==> src/rtl/mac_byte_serializer.sv <==
// mac_byte_serializer: buffers WIDTH-bit MAC results in a DEPTH-entry FIFO and
// streams each word MSB-first as 8-bit beats over a valid/ready handshake.
// Optional build macro MAC_SER_CKSUM_EN appends an XOR checksum beat per word.
module mac_byte_serializer #(
    parameter int WIDTH = 32,
    parameter int DEPTH = 2
) (
    input  logic             clk,
    input  logic             rst,
    input  logic             ena,
    input  logic             in_valid,
    input  logic [WIDTH-1:0] in_data,
    output logic             in_ready,
    output logic             out_valid,
    output logic [7:0]       out_data,
    output logic             out_last,
    input  logic             out_ready,
    output logic             ovf
);

    localparam int NB = WIDTH / 8;
`ifdef MAC_SER_CKSUM_EN
    localparam int NBEATS = NB + 1;
`else
    localparam int NBEATS = NB;
`endif
    localparam int AW = $clog2(DEPTH);
    localparam int IW = $clog2(NBEATS);
    localparam logic [AW:0]   FULL_CNT = (AW+1)'(DEPTH);
    localparam logic [IW-1:0] LAST_IDX = IW'(NBEATS - 1);
`ifdef MAC_SER_CKSUM_EN
    localparam logic [IW-1:0] CK_IDX   = IW'(NB);
`endif

    typedef enum logic {IDLE, SEND} state_t;

    // FIFO storage and pointers; count carries one extra bit for full vs empty
    logic [WIDTH-1:0] mem [DEPTH];
    logic [AW-1:0]    wptr, rptr;
    logic [AW:0]      count;
    logic             fifo_empty, push, pop;

    // Serializer state
    state_t           state_q, state_d;
    logic [WIDTH-1:0] sh_q;
    logic [IW-1:0]    idx_q, idx_nxt;
    logic             vld_q, last_q;
    logic [7:0]       data_q;
    logic             load, adv, go_idle, xfer, last_beat;
`ifdef MAC_SER_CKSUM_EN
    logic [7:0]       csum_q;

    function automatic logic [7:0] xor_bytes(input logic [WIDTH-1:0] w);
        logic [7:0] x;
        x = '0;
        for (int i = 0; i < NB; i++) x ^= w[i*8 +: 8];
        return x;
    endfunction
`endif

    // in_ready depends only on the FIFO fill level, never on the consumer side
    assign fifo_empty = (count == '0);
    assign in_ready   = ena & (count < FULL_CNT);
    assign push       = in_valid & in_ready;
    assign pop        = load;
    assign out_valid  = vld_q & ena;
    assign out_data   = data_q;
    assign out_last   = last_q;
    assign xfer       = out_valid & out_ready;
    assign last_beat  = (idx_q == LAST_IDX);
    assign idx_nxt    = idx_q + 1'b1;

    // FIFO data write (storage needs no reset)
    always_ff @(posedge clk) begin
        if (push) mem[wptr] <= in_data;
    end

    // FIFO pointers, occupancy and sticky overflow flag
    always_ff @(posedge clk or posedge rst) begin
        if (rst) begin
            wptr  <= '0;
            rptr  <= '0;
            count <= '0;
            ovf   <= 1'b0;
        end else begin
            if (push) wptr <= wptr + 1'b1;
            if (pop)  rptr <= rptr + 1'b1;
            case ({push, pop})
                2'b10:   count <= count + 1'b1;
                2'b01:   count <= count - 1'b1;
                default: count <= count;
            endcase
            if (in_valid & ~in_ready & ena) ovf <= 1'b1;
        end
    end

    // FSM state register
    always_ff @(posedge clk or posedge rst) begin
        if (rst) state_q <= IDLE;
        else     state_q <= state_d;
    end

    // Next state and datapath control; loads chain on the last beat to avoid bubbles
    always_comb begin
        state_d = state_q;
        load    = 1'b0;
        adv     = 1'b0;
        go_idle = 1'b0;
        case (state_q)
            IDLE: begin
                if (ena & ~fifo_empty) begin
                    load    = 1'b1;
                    state_d = SEND;
                end
            end
            SEND: begin
                if (xfer) begin
                    if (!last_beat) begin
                        adv = 1'b1;
                    end else if (!fifo_empty) begin
                        load = 1'b1;
                    end else begin
                        go_idle = 1'b1;
                        state_d = IDLE;
                    end
                end
            end
            default: state_d = IDLE;
        endcase
    end

    // Shift register, beat index and registered output beat
    always_ff @(posedge clk or posedge rst) begin
        if (rst) begin
            sh_q   <= '0;
            idx_q  <= '0;
            vld_q  <= 1'b0;
            last_q <= 1'b0;
            data_q <= '0;
`ifdef MAC_SER_CKSUM_EN
            csum_q <= '0;
`endif
        end else if (load) begin
            sh_q   <= mem[rptr];
            idx_q  <= '0;
            vld_q  <= 1'b1;
            last_q <= 1'b0;
            data_q <= mem[rptr][WIDTH-1 -: 8];
`ifdef MAC_SER_CKSUM_EN
            csum_q <= xor_bytes(mem[rptr]);
`endif
        end else if (adv) begin
            sh_q   <= sh_q << 8;
            idx_q  <= idx_nxt;
            last_q <= (idx_nxt == LAST_IDX);
`ifdef MAC_SER_CKSUM_EN
            data_q <= (idx_nxt == CK_IDX) ? csum_q : sh_q[WIDTH-9 -: 8];
`else
            data_q <= sh_q[WIDTH-9 -: 8];
`endif
        end else if (go_idle) begin
            idx_q  <= '0;
            vld_q  <= 1'b0;
            last_q <= 1'b0;
        end
    end

endmodule

==> config.mk <==
export PLATFORM = sky130hd
export DESIGN_NAME = mac_byte_serializer
export DESIGN_NICKNAME = d
export VERILOG_FILES = /design/src/rtl/mac_byte_serializer.sv
export SDC_FILE = /design/constraint.sdc
export NUM_CORES = 1
export LEC_CHECK = 0
export CELL_PAD_IN_SITES_DETAIL_PLACEMENT = 1
export CELL_PAD_IN_SITES_GLOBAL_PLACEMENT = 1
export CORE_MARGIN = 2
export CORE_UTILIZATION = 42
export DETAILED_ROUTE_END_ITERATION = 10
export GPL_TIMING_DRIVEN = 0
export HOLD_SLACK_MARGIN = 0.08
export PLACE_DENSITY_LB_ADDON = 0.1
export SLEW_MARGIN = 10
export SYNTH_ARGS = -nofsm -noshare
export SYNTH_HDL_FRONTEND = slang
export SYNTH_SLANG_ARGS = --single-unit
==> constraint.sdc <==
create_clock -name clk -period 3.6 [get_ports clk]
set_clock_uncertainty 0.15 [all_clocks]
set_input_delay 1.08 -clock clk [delete_from_list [all_inputs] [get_ports clk]]
set_output_delay 1.08 -clock clk [all_outputs]
set_load 0.01 [all_outputs]
### Yosys cells after proc, flatten, opt, wreduce, memory -nomap -nowiden

Memories as Yosys holds them, arrays and structs flattened.
Cells that the tools add are included.

* register bits: 42
* RAM bits: 64
* output and inout bits: 12
* logic and storage cells: 68
* memories kept: 1

Memories
* mem: words 2, bits a word 32, read ports 1, clocked after Yosys merged registers in 0, write ports 1, RTL line 38 `logic [WIDTH-1:0] mem [DEPTH];`

* add/subtract/negate cells: 5
* magnitude comparators: 1
* eq/ne operators: 5
* muxes and demuxes: 30
* bitwise logic cells: 10
* reduce and logical (&&, ||, !) cells: 6

Operators with widths (count)
* $mux W24: 2
* $mux W1: 20
* $mux W8: 2
* $and A1 B1 Y1: 7
* $eq A2 B2 Y1 const B: 3
* $mux W2: 3
* $reduce_bool A2 Y1: 3
* $add A2 B1 Y2 const B: 2
* $pmux W1 S2: 2
* $pmux W2 S2: 1
* $not A1 Y1: 3
* $reduce_bool A3 Y1: 1
* $add A1 B1 Y1 const B: 2
* $eq A2 B1 Y1 const B: 1
* $logic_not A2 Y1: 1
* $lt A2 B2 Y1 const B: 1
* $ne A2 B2 Y1 const B: 1
* $reduce_and A2 Y1: 1
* $sub A2 B1 Y2 const B: 1

### Longest topological paths before layout

* depth after elaboration: 8
* depth in mapped cells: 7
* mapped depth without buffers: 5

### Least setup slack after synthesis

OpenSTA, ideal clock, no wires.

* path type: input to register
* from: input ena
* to: memory mem[0][0] (enable)
* library setup time: 0.461 ns
* arrival: 3.525 ns
* slack: -0.537 ns
* stages on the path: 3
* path through: buf_2 nand2_1 nor3_1

* cells in the longest elaborated chain, start to end: 4

Ends and longest elaborated chain
* start, declared: RTL line 10 `input logic ena,`
* $and A1 B1 Y1: RTL line 63 `assign in_ready = ena & (count < FULL_CNT);`
* $and A1 B1 Y1: RTL line 64 `assign push = in_valid & in_ready;`
* $mux W1: RTL line 75 `if (push) mem[wptr] <= in_data;`
* $mux W1 (implied by the code): RTL line 75
* end, declared: RTL line 38

No other way between the ends.

### Final worst setup path

* from: input ena
* to: output out_valid

* cells in the longest elaborated chain, start to end: 1

Ends and longest elaborated chain
* $and A1 B1 Y1: RTL line 66 `assign out_valid = vld_q & ena;`
* end, declared: RTL line 14 `output logic out_valid,`

No other way between the ends.

==> reports/metrics.cfg <==
[placement]
place_inst = 446
dp_hpwl_um = 5560
gp_congestion = 0.722
numPortBuffers = 48

[yosys]
synth-seq-cells = 106
post-synth-top-area-fraction = 0.466
yosysTopAreaCell = edfxtp_1
synthCells = 261
async_reset_ff_frac = 0.396
ys_warn_count = 0
synth_nets = 300
synth-edff-count = 64
avgSynthCellArea_um2 = 15.8
ys_seq_area_frac = 0.721
syn-cell-area_mm2 = 0.00412
yosysMostFrequentCell = edfxtp_1
ys_types = 40
synth_ff_type = edfxtp_1
synth_area_leaders = edfxtp_1, dfrtp_1, mux2i_1
synth.top_cells.by_count = edfxtp_1, dfrtp_1, mux2i_1

[setup_path]
worstRegToRegCells = 5
endpoint_kind = primary output
reg2reg_slack_ps = 1360
rr_endpoint = out_data[2]$_DFFE_PP0P_
slowest_stage = clkdlybuf4s50_1
reg2reg_from = rptr$_DFFE_PP0P_
crit_path_start_kind = input pin
crit_chain = clkdlybuf4s50_1 > buf_6 > and2_1 > dlygate4sd2_1
cp_data_required_time_ps = 2370
slowest_delay_ps = 510
cp_max_fo = 10
crit_arrival_ps = 2140
criticalPathCategory = in -> out

[finish]
nets = 363
area_growth_pct = 23.3
layout.cells.non_filler = 462
antennaDiodeCount = 0
drive_gt1_frac = 0.134
fillers = 972

[drt]
routed_via_density = 5.18
drc_errors = 0
drt_wl_total_um = 7910
first_pass_iters = 4
wire_per_inst_um = 17.1
via_count = 2392
first_iter_violations = 66
ant_nets = 0

[hold_path]
hold_path_depth = 1
hold_end = ovf$_DFFE_PP0P_
hp-start = ovf$_DFFE_PP0P_
hold_path_class = reg -> reg

[sta]
tns_ps = 0
post-route-min-period_ps = 3370
rsz0062_at_grt = no
min_period_over_period = 0.935
holdWs_ps = 345
slew_headroom = 0.461
setup_viol = 0
tightest_slew_ps = 809
fmax_mhz = 297
finalHoldViolCount = 0
drv_slew = 0

[floorplanning]
die_h_um = 103
core-area_mm2 = 0.00964
num_rows = 36
die_area_mm2 = 0.0106
start_util = 0.428
die_w_um = 103
io_pins = 49

[power]
irDropWorstVdd_v = 0.000233
p_per_area_mw_per_mm2 = 411
p_leak_nw = 1.85
finalPower_mw = 2.09

[clock_network]
cts_tree = yes
path_clk_slew_ps = 100
cts.htree.levels = 3
cts_buffer_depth = 2
post_cts_buffers = 0
postCtsResizedCells = 4
cts_buffers = 9
cts_hold_buf = 0
clock-sinks = 106
root_buffer = clkbuf_8
clkLatencyLatePin_ps = 360

[global_route]
grt_use_total = 0.162
grt_pass1_wl_um = 12700
grt_max_degree = 28
overflow = 0
grt_pass1_vias = 2405
antenna_found_initial = 0

[run]
cap_violations = 0

[run_status]
outcome = complete, no violations

-- cells by family after synthesis --
logic type / count (synthesis) / synth area share
xor gates and xnor gates: 2 / 0.00425
and+or+nand+nor: 52 / 0.0592
buffers and inverters: 19 / 0.0349
DFF: 106 / 0.721
adders and majority gates: 2 / 0.00607
muxes: 33 / 0.0804
AOI/OAI and AO/OA: 47 / 0.0944
-- worst max path at each step --
stage | startpoint | end | slack (ps) | cells past startpoint
floorplan | ena | mem[0][0]$_DFFE_PP_ | 440 | 3
global placement | ena | mem[0][23]$_DFFE_PP_ | -970 | 4
detailed placement | ena | out_valid | -120 | 4
CTS | ena | out_valid | 220 | 4
global route | ena | out_valid | 190 | 4
finish | ena | out_valid | 230 | 4
-- state kept, by name (all words and copies together) (netlist names) --
register and flops:
mem 64, sh_q 24, out_data 8, count 2, idx_q 2, out_last 1
ovf 1, rptr 1, state_q 1, vld_q 1, wptr 1
-- critical path, delay by kind of cell --
| family | cells | cell delay [ps] |
|---|---|---|
| buffers and inverters | 3 | 920 |
| and+or+nand+nor | 1 | 130 |
-- report_power, final --
| part | switching (mW) | total, mW | leakage [nW] | internal [mW] |
|---|---|---|---|---|
| clock | 0.391 | 0.717 | 0.0901 | 0.326 |
| combinational | 0.0252 | 0.0668 | 0.625 | 0.0416 |
| sequential | 0.00856 | 1.30 | 1.14 | 1.29 |
-- layout make-up --
class	instances	area [um^2]	area share
sequential	106	2970	0.585
multi-input combinational	136	1020	0.201
timing repair buffer	52	581	0.114
tap	133	166	0.0327
buffer	16	139	0.0273
clock buffer	11	131	0.0258
clock inverter	5	62.6	0.0123
inverter	3	11.3	0.00222
-- through the flow --
stage,utilization,setup slack [ps],instance area (um^2)
final,0.527,232,5080
after global routing,0.527,190,5080
after CTS,0.527,222,5080
after detailed placement,0.507,-117,4890
after global placement,0.495,-973,4780
after floorplan,-,443,4130
-- layer usage --
| metal | GRT usage | up-vias | wire length, um |
|---|---|---|---|
| li1 | - | 1129 | - |
| met1 | 0.228 | 1199 | 3700 |
| met2 | 0.251 | 51 | 3750 |
| met3 | 0.0305 | 13 | 317 |
| met4 | 0.0607 | 0 | 143 |
| met5 | 0 | - | 0 |
-- placed cells by master (no fill, tap or decap), types with 9 or more instances in the layout --
master,count
nand3_1,9
a221o_1,20
clkbuf_8,11
o21ai_0,12
mux2i_1,32
clkdlybuf4s50_1,46
dfrtp_1,42
edfxtp_1,64
nor2_1,27
No activity file was read; power rests on OpenSTA's default activity.
